[src/rtl/mem_port_arbiter.sv]
// ---------------------------------------------------------------------------
// mem_port_arbiter
//
// Purpose
//   Shares one unified instruction/data memory between three requesters:
//   instruction fetch (IF), data access (DM) and the board debug read port
//   (DBG). Each requester uses a req/ack handshake. One access at a time is
//   granted, the backend is driven for MEM_LAT cycles, then a one-cycle ack
//   returns the read data to the owner.
//
//   Per access:
//     IDLE --(winner sampled)--> BUSY (MEM_LAT cycles) --> RESP (ack) --> IDLE
//   so a request sampled in cycle 0 is acked in cycle MEM_LAT+1, and
//   back-to-back accesses are MEM_LAT+2 cycles apart.
//
// Parameters
//   ADDR_W   address width (byte address, passed through unchanged)
//   DATA_W   data width
//   MEM_LAT  backend read latency in cycles, legal range 1..15
//
// Configuration macro
//   ARB_RR_EN  defined:   round-robin over IF -> DM -> DBG, starting after
//                         the last owner (pointer resets to DBG).
//              undefined: fixed priority DM > IF > DBG, no pointer register.
//
// Ports
//   CLK, RST                    clock, synchronous active-high reset
//   if_req/if_addr/if_ack       instruction fetch port (read only)
//   dm_req/dm_we/dm_addr/
//   dm_wdata/dm_ack             data port (read or write)
//   dbg_req/dbg_addr/dbg_ack    debug port (read only)
//   rdata                       shared read data, valid with the matching ack
//   mem_en/mem_we/mem_addr/
//   mem_wdata/mem_rdata         memory backend interface
//   grant                       current owner: 0 none, 1 IF, 2 DM, 3 DBG
//   busy                        high while an access is in BUSY or RESP
// ---------------------------------------------------------------------------
module mem_port_arbiter #(
  parameter int ADDR_W  = 32,
  parameter int DATA_W  = 32,
  parameter int MEM_LAT = 1
) (
  input  logic              CLK,
  input  logic              RST,
  input  logic              if_req,
  input  logic [ADDR_W-1:0] if_addr,
  output logic              if_ack,
  input  logic              dm_req,
  input  logic              dm_we,
  input  logic [ADDR_W-1:0] dm_addr,
  input  logic [DATA_W-1:0] dm_wdata,
  output logic              dm_ack,
  input  logic              dbg_req,
  input  logic [ADDR_W-1:0] dbg_addr,
  output logic              dbg_ack,
  output logic [DATA_W-1:0] rdata,
  output logic              mem_en,
  output logic              mem_we,
  output logic [ADDR_W-1:0] mem_addr,
  output logic [DATA_W-1:0] mem_wdata,
  input  logic [DATA_W-1:0] mem_rdata,
  output logic [1:0]        grant,
  output logic              busy
);

  typedef enum logic [1:0] {IDLE, BUSY, RESP} state_e;

  localparam logic [1:0] G_NONE = 2'd0;
  localparam logic [1:0] G_IF   = 2'd1;
  localparam logic [1:0] G_DM   = 2'd2;
  localparam logic [1:0] G_DBG  = 2'd3;

  localparam logic [3:0] LAT_LOAD = 4'(MEM_LAT);

  state_e            state_q, state_d;
  logic [1:0]        winner;
  logic [3:0]        cnt;
  logic              acc_we;
  logic [ADDR_W-1:0] acc_addr;
  logic [DATA_W-1:0] acc_wdata;

  // -------------------------------------------------------------------------
  // Arbitration: winner among the currently raised requests (G_NONE if none)
  // -------------------------------------------------------------------------
`ifdef ARB_RR_EN
  logic [1:0] last_owner;

  // Search order starts at the requester after the last owner, wrapping
  // around IF -> DM -> DBG -> IF.
  always_comb begin
    // NOTE: every always_comb output gets a default first so no path can
    // leave it unassigned and infer a latch.
    winner = G_NONE;
    case (last_owner)
      G_IF: begin
        if      (dm_req)  winner = G_DM;
        else if (dbg_req) winner = G_DBG;
        else if (if_req)  winner = G_IF;
      end
      G_DM: begin
        if      (dbg_req) winner = G_DBG;
        else if (if_req)  winner = G_IF;
        else if (dm_req)  winner = G_DM;
      end
      default: begin
        if      (if_req)  winner = G_IF;
        else if (dm_req)  winner = G_DM;
        else if (dbg_req) winner = G_DBG;
      end
    endcase
  end

  // The pointer moves only when a grant is actually issued.
  always_ff @(posedge CLK) begin
    if (RST) begin
      last_owner <= G_DBG;
    end else if (state_q == IDLE && winner != G_NONE) begin
      last_owner <= winner;
    end
  end
`else
  always_comb begin
    // NOTE: every always_comb output gets a default first so no path can
    // leave it unassigned and infer a latch.
    winner = G_NONE;
    if      (dm_req)  winner = G_DM;
    else if (if_req)  winner = G_IF;
    else if (dbg_req) winner = G_DBG;
  end
`endif

  // -------------------------------------------------------------------------
  // FSM: state register and next-state logic
  // -------------------------------------------------------------------------
  // NOTE: reset is synchronous here: RST is only looked at on a CLK edge, so
  // it lives inside the clocked branch rather than in the sensitivity list.
  always_ff @(posedge CLK) begin
    if (RST) state_q <= IDLE;
    else     state_q <= state_d;
  end

  always_comb begin
    state_d = state_q;
    case (state_q)
      IDLE:    if (winner != G_NONE) state_d = BUSY;
      BUSY:    if (cnt == 4'd1)      state_d = RESP;
      RESP:    state_d = IDLE;
      default: state_d = IDLE;
    endcase
  end

  // -------------------------------------------------------------------------
  // Access registers: latched request, latency counter, owner, read data.
  // Requester inputs are only looked at in IDLE, so later changes (including
  // a dropped req) do not disturb an access already in flight.
  // -------------------------------------------------------------------------
  always_ff @(posedge CLK) begin
    // NOTE: clocked state uses non-blocking assignments so every register
    // sees the pre-edge values of the others, independent of statement order.
    if (RST) begin
      grant     <= G_NONE;
      cnt       <= '0;
      acc_we    <= 1'b0;
      acc_addr  <= '0;
      acc_wdata <= '0;
      rdata     <= '0;
    end else begin
      case (state_q)
        IDLE: begin
          if (winner != G_NONE) begin
            grant <= winner;
            cnt   <= LAT_LOAD;
            case (winner)
              G_DM: begin
                acc_we    <= dm_we;
                acc_addr  <= dm_addr;
                acc_wdata <= dm_wdata;
              end
              G_IF: begin
                acc_we    <= 1'b0;
                acc_addr  <= if_addr;
                acc_wdata <= '0;
              end
              default: begin
                acc_we    <= 1'b0;
                acc_addr  <= dbg_addr;
                acc_wdata <= '0;
              end
            endcase
          end
        end
        BUSY: begin
          cnt <= cnt - 4'd1;
          // Last BUSY cycle: the backend data is valid now. Writes leave
          // rdata holding the previous read.
          if (cnt == 4'd1 && !acc_we) rdata <= mem_rdata;
        end
        default: begin
          grant <= G_NONE;
        end
      endcase
    end
  end

  // -------------------------------------------------------------------------
  // Outputs. Enables and acks decode from the state register, so a reset
  // drops mem_en/mem_we on the same edge and aborts without an ack.
  // -------------------------------------------------------------------------
  assign mem_en    = (state_q == BUSY);
  assign mem_we    = mem_en & acc_we;
  assign mem_addr  = acc_addr;
  assign mem_wdata = acc_wdata;

  assign if_ack    = (state_q == RESP) && (grant == G_IF);
  assign dm_ack    = (state_q == RESP) && (grant == G_DM);
  assign dbg_ack   = (state_q == RESP) && (grant == G_DBG);

  assign busy      = (state_q != IDLE);

endmodule

[config.mk]
export PLATFORM = sky130hd
export DESIGN_NAME = mem_port_arbiter
export DESIGN_NICKNAME = d
export VERILOG_FILES = /design/src/rtl/mem_port_arbiter.sv
export SDC_FILE = /design/constraint.sdc
export NUM_CORES = 1
export LEC_CHECK = 0
export CAP_MARGIN = 25
export CORE_ASPECT_RATIO = 0.7
export CORE_MARGIN = 3
export CORE_UTILIZATION = 40
export DETAILED_ROUTE_END_ITERATION = 10
export DONT_BUFFER_PORTS = 1
export PLACE_DENSITY = 0.54
export SLEW_MARGIN = 20
export SYNTH_ARGS = -nofsm -noshare
export SYNTH_HDL_FRONTEND = slang
export SYNTH_SLANG_ARGS = --single-unit
[constraint.sdc]
create_clock -name CLK -period 2.4 [get_ports CLK]
set_input_delay 0.24 -clock CLK [delete_from_list [all_inputs] [get_ports CLK]]
set_output_delay 0.24 -clock CLK [all_outputs]
set_load 0.05 [all_outputs]
==> results of run 1 <==
## worst max-delay path, cell delays in order, from the launching register on
cell	delay, ps
dfxtp_1	580
nand2b_1	280
inv_1	130
and2_1	460
## area by class of cell
| class | instances | area, µm² | share of cell area |
|---|---|---|---|
| multi-input combinational | 393 | 2410 | 0.468 |
| sequential | 105 | 2100 | 0.408 |
| clock buffer | 9 | 225 | 0.0437 |
| tap | 153 | 191 | 0.0371 |
| timing repair buffer | 11 | 140 | 0.0272 |
| clock inverter | 7 | 61.3 | 0.0119 |
| inverter | 6 | 22.5 | 0.00437 |
## synthesized netlist by cell type (all sizes together)
cell type,n
nand2b,66
ha,5
a22oi,32
dfxtp,105
nand3b,1
buf,13
a21oi,68
mux2i,33
clkbuf,39
nor3,6
or3b,1
nor2,35
a211oi,1
inv,6
or2,1
a211o,32
nand3,36
xor2,1
o21bai,1
a2111oi,1
and2,1
a31oi,1
nor4bb,2
or3,3
nand2,65
and4b,1
## power by group
part	internal (µW)	switching, µW	total [µW]	leakage [µW]
Clock	727	691	1420	0.000140
Combinational	287	411	698	0.000833
Sequential	1890	596	2490	0.000858
Total	2900	1700	4600	0.00183
## kinds of logic after synthesis
family | Yosys count
AO/OA/AOI/OAI | 136
XOR/XNOR | 1
adder cells (fa/ha/maj) | 5
buffers and inverters | 58
flip-flops | 105
multiplexers | 33
AND/OR/NAND/NOR | 218
## routing by layer
metal	wire (µm)	vias up
met2	5980	153
met4	218	0
li1	-	1864
met5	0	-
met1	5100	1808
met3	1160	21
## worst min-delay path by stage
stage,from,endpoint,slack (ps),depth (start not counted)
2_1_floorplan,mem_rdata[10],rdata[10],400,2
3_3_place_gp,RST,mem_wdata[26],320,1
3_5_place_dp,RST,mem_addr[23],330,1
4_1_cts,mem_rdata[19],rdata[19],40,2
5_1_grt,mem_rdata[19],rdata[19],30,2
6_report,mem_rdata[19],rdata[19],50,2
## registers in the layout, indices dropped and copies added, names as in the netlist
name,cells
acc_we,1
cnt,4
grant,2
mem_addr,32
mem_wdata,32
rdata,32
state_q,2
## metrics by stage
step,utilization,hold slack (ps)
2_1_floorplan,-,395
3_3_place_gp,0.427,323
3_5_place_dp,0.427,328
4_1_cts,0.455,35.6
5_1_grt,0.455,31.0
6_report,0.455,47.1
==> flow_summary.toml, run 1 <==
[status]
status = "finished clean"

[clocking]
clock_path_buffers = 2
cts_setup_buffers = 0
ctsHoldBuffers = 1
clock_latency_ps = 340
cts_num_sinks = 105
cts_resized = 0
cts_buffers = 9
clock-root-buffer = "clkbuf_16"
clkTransAtPathRegs_ps = 80
h-tree-depth = 3
cts_tree = "yes"

[critical_path]
critical_path.max_fanout = 9
r2r_end = "mem_addr[1]"
timing.rr.start = "state_q[1]"
startpoint_type = "register"
rrSetupSlack_ps = 550
end_kind = "output pin"
r2r_cells = 4
critPathLaunch = "state_q[0]"
cp.arrival_ps = 1790
path_class = "register to output pin"
crit_end = "mem_we"
crit_required_ps = 2160

[yosys]
syn_area_um2 = 4780
yosys.area_share.adder = 0.0131
synth-seq-cells = 105
yosys.area_share.xor_xnor = 0.00183
synth_compound_area_frac = 0.187
muxShareOfSynthArea = 0.0691
syn-num-nets = 727
synthCells = 556
synth_cell_types = 31
avgSynthCellArea_um2 = 8.60
synth_top_family_by_area = "simple AND/OR/NAND/NOR gates"
synthDominantCellAreaShare = 0.440
yosysSeqAreaShare = 0.440
synthSimpleGateAreaFrac = 0.229
synth.yosys.warnings = 0
synthTopCellsByArea = "dfxtp_1 44%, nand2b_1 8.6%, a21oi_1 7.0%, mux2i_1 6.9%, a211o_1 5.9%"
yosys.area.top_type = "dfxtp_1"

[pwr]
vdd_drop_max_mv = 0.367
power.leakage_uw = 0.00183
power_uw = 4600
power_density_nw_per_um2 = 893

[die]
die_area_um2 = 13300
die_h_um = 97.5
coreArea_um2 = 11300
start_util = 0.422
row_count = 32
io_pins = 270
fp.dieW_um = 137

[detailed_routing]
drt_first_pass_iters = 6
wl_per_cell_um = 18.2
drt_iter0_markers = 186
via_count = 3846
drc = 0
wl_um = 12500
vias_per_cell = 5.62
drtAntennaViolNets = 0

[global_routing]
grt_antenna_before_repair = 0
met1_usage = 0.215
gr-total-overflow = 0
gr-usage-met2 = 0.280
grt_max_degree = 74
grtUsageMet3 = 0.0714
grt-busiest-layer = "met2"
grt_pass1_vias = 3609
grtUsageTotal = 0.174
grt_pass1_wl_um = 18800

[placement]
io_buffers = 0
dpl_cell_area_um2 = 4840
gp_congestion = 0.750
place_ws_ps = 414
dpl.cell_count = 667
dpl.hpwl_um = 8670

[flow_run]
maxCapViolations = 0

[sta]
fin_tns_setup_ps = 0
rsz0062_at_grt = "no"
maxSlewViolCount = 0
final-hold-violation-count = 0
relSlewSlack = 0.589
setup_violations = 0
fin_crit_sh = 0.846
tightest_slew_ps = 616
timing.fmax_ghz = 0.492
period_minus_slack_ps = 2030
finClkSkew_ps = 7.30
setup_slack_ps = 369

[final_layout]
drive_gt1_frac = 0.0659
final_common_cell = "dfxtp_1"
stdcell_area_um2 = 5150
fill_cells = 1094
area_growth_pct = 7.83
nets = 697
mostFrequentLayoutCells = "105 x dfxtp_1, 67 x a21oi_1, 66 x nand2b_1"
num_antenna_cells = 0
final_cell_count_no_fill = 684

[min_path]
hold_path.class = "input pin to register"
Power figures use the tool's default switching activity.
==> run 2: changes to the inputs <==
==> constraint.sdc (replaced) <==
create_clock -name CLK -period 2 [get_ports CLK]
set_input_delay 0.2 -clock CLK [delete_from_list [all_inputs] [get_ports CLK]]
set_output_delay 0.2 -clock CLK [all_outputs]
set_load 0.05 [all_outputs]
==> run 2 against run 1 <==
Die area unchanged; clock-buffer cell count up 1; highest routed layer unchanged; first-iteration DRC count down 5.9%; largest power group unchanged; critical path type unchanged; sequential cell count unchanged; via count down 0.34%; non-clock buffer count up 14; core utilization up 1.6 points; hold slack worse by 33 ps; sequential power up 19%.
==> flow_summary.toml, run 2 (synthesis gave the netlist of run 1 again) <==
[critical_path]
cp.arrival_ps = 1650
r2r_end = "rdata[3]"
rrSetupSlack_ps = 260
path_class = "register to output pin"
r2r_cells = 5
startpoint_type = "register"
cpMaxStageDelayCell = "dfxtp_2"
slowest_delay_ps = 440
crit_required_ps = 1800
crit_path_cell_trace = "nand2b_1 > inv_1 > and2_1 > buf_12"
end_kind = "output pin"
timing.rr.start = "cnt[0]"
critical_path.max_fanout = 10

[placement]
dpl.hpwl_um = 8820
place_ws_ps = 266
gp_congestion = 0.753
io_buffers = 0

[global_routing]
grt_antenna_before_repair = 0
grtUsageTotal = 0.174
grt_max_degree = 74
grt_pass1_wl_um = 18800
gr-total-overflow = 0
grt_pass1_vias = 3630

[min_path]
hold_path.class = "input pin to register"
min_to = "mem_wdata[3]"
hold_path_startpoint = "dm_wdata[3]"
holdPathStages = 2

[detailed_routing]
via_count = 3833
drt_iter0_markers = 175
wl_um = 12500
drc = 0
vias_per_cell = 5.49
drt_first_pass_iters = 4
drtAntennaViolNets = 0
wl_per_cell_um = 17.9

[pwr]
power_uw = 5600
vdd_drop_max_mv = 0.459
power.leakage_uw = 0.00191
power_density_nw_per_um2 = 1050

[final_layout]
final_core_util = 0.471
fill_cells = 1090
num_antenna_cells = 0
area_growth_pct = 11.6
drive_gt1_frac = 0.0752
mostFrequentLayoutCells = "103 x dfxtp_1, 67 x a21oi_1, 66 x nand2b_1"
nets = 711
final_common_cell = "dfxtp_1"

[clocking]
cts_buffers = 9
clock-root-buffer = "clkbuf_16"
clkTransAtPathRegs_ps = 80
clock_path_buffers = 2
cts_num_sinks = 105
cts_setup_buffers = 0
h-tree-depth = 3
clock_latency_ps = 340
cts_tree = "yes"

[sta]
fin_crit_sh = 0.924
maxSlewViolCount = 0
period_minus_slack_ps = 1850
whs_ps = 13.7
final-hold-violation-count = 0
rsz0062_at_grt = "no"
tightest_slew_ps = 577
setup_slack_ps = 151
setup_violations = 0
relSlewSlack = 0.615
timing.fmax_ghz = 0.541
finClkSkew_ps = 9.61

[flow_run]
maxCapViolations = 0

[die]
coreArea_um2 = 11300
die_area_um2 = 13300
row_count = 32
io_pins = 270
die_h_um = 97.5
fp.dieW_um = 137
start_util = 0.422

[status]
status = "finished clean"
-- run 2: changes by cell type in the layout (fill, tap and decap cells not counted), sizes merged --
| cell | previous run | this run |
|---|---|---|
| buf | 11 | 15 |
| clkbuf | 9 | 10 |
| clkinv | 2 | 1 |
| dlygate4sd3 | 0 | 10 |
-- run 2: worst max-delay path, delay by kind of cell (launching register included) --
kind	cells	cell delay, ps
simple gates	2	530
flops	1	440
buf+inv	2	340
-- run 2: where the power goes --
part	switching [µW]	total, µW	internal, µW
Clock	825	1730	908
Combinational	519	904	385
Sequential	695	2960	2270
-- run 2: layer usage --
layer / up-vias / GRT usage / routed length (µm)
met5: - / 0 / 0
met4: 0 / 0.0496 / 212
met3: 18 / 0.0735 / 1120
met2: 141 / 0.282 / 5940
met1: 1783 / 0.211 / 5210
li1: 1891 / - / -
-- run 2: cell type report --
| type | count | area, µm² | share of cell area |
|---|---|---|---|
| clock buffer | 10 | 239 | 0.0448 |
| timing repair buffer | 25 | 308 | 0.0577 |
| sequential | 105 | 2100 | 0.394 |
| multi-input combinational | 393 | 2410 | 0.453 |
| clock inverter | 6 | 56.3 | 0.0106 |
| tap | 153 | 191 | 0.0359 |
| inverter | 6 | 22.5 | 0.00422 |
-- run 2: repair_timing --
action	4_1_cts	5_1_grt
hold buffers	8	3
endpoints found under the hold margin	79	3
setup endpoints to repair	1	1
resized for setup	1	1
-- run 2: worst max path at each step --
stage                     from            to  slack (ps)
floorplan             grant[1]        dm_ack        -400
global placement        dm_req  mem_addr[29]         330
detailed placement      cnt[0]      rdata[3]         270
CTS                 state_q[1]        mem_we          20
global route        state_q[1]        mem_we          10
finish              state_q[1]        mem_we         150
-- run 2: metrics by stage --
step,instance area (µm²),setup TNS [ps],std cells
6_report,5340,0,698
5_1_grt,5340,0,698
4_1_cts,5310,0,695
3_5_place_dp,4910,0,671
2_1_floorplan,4780,-801,556
3_3_place_gp,4910,0,671
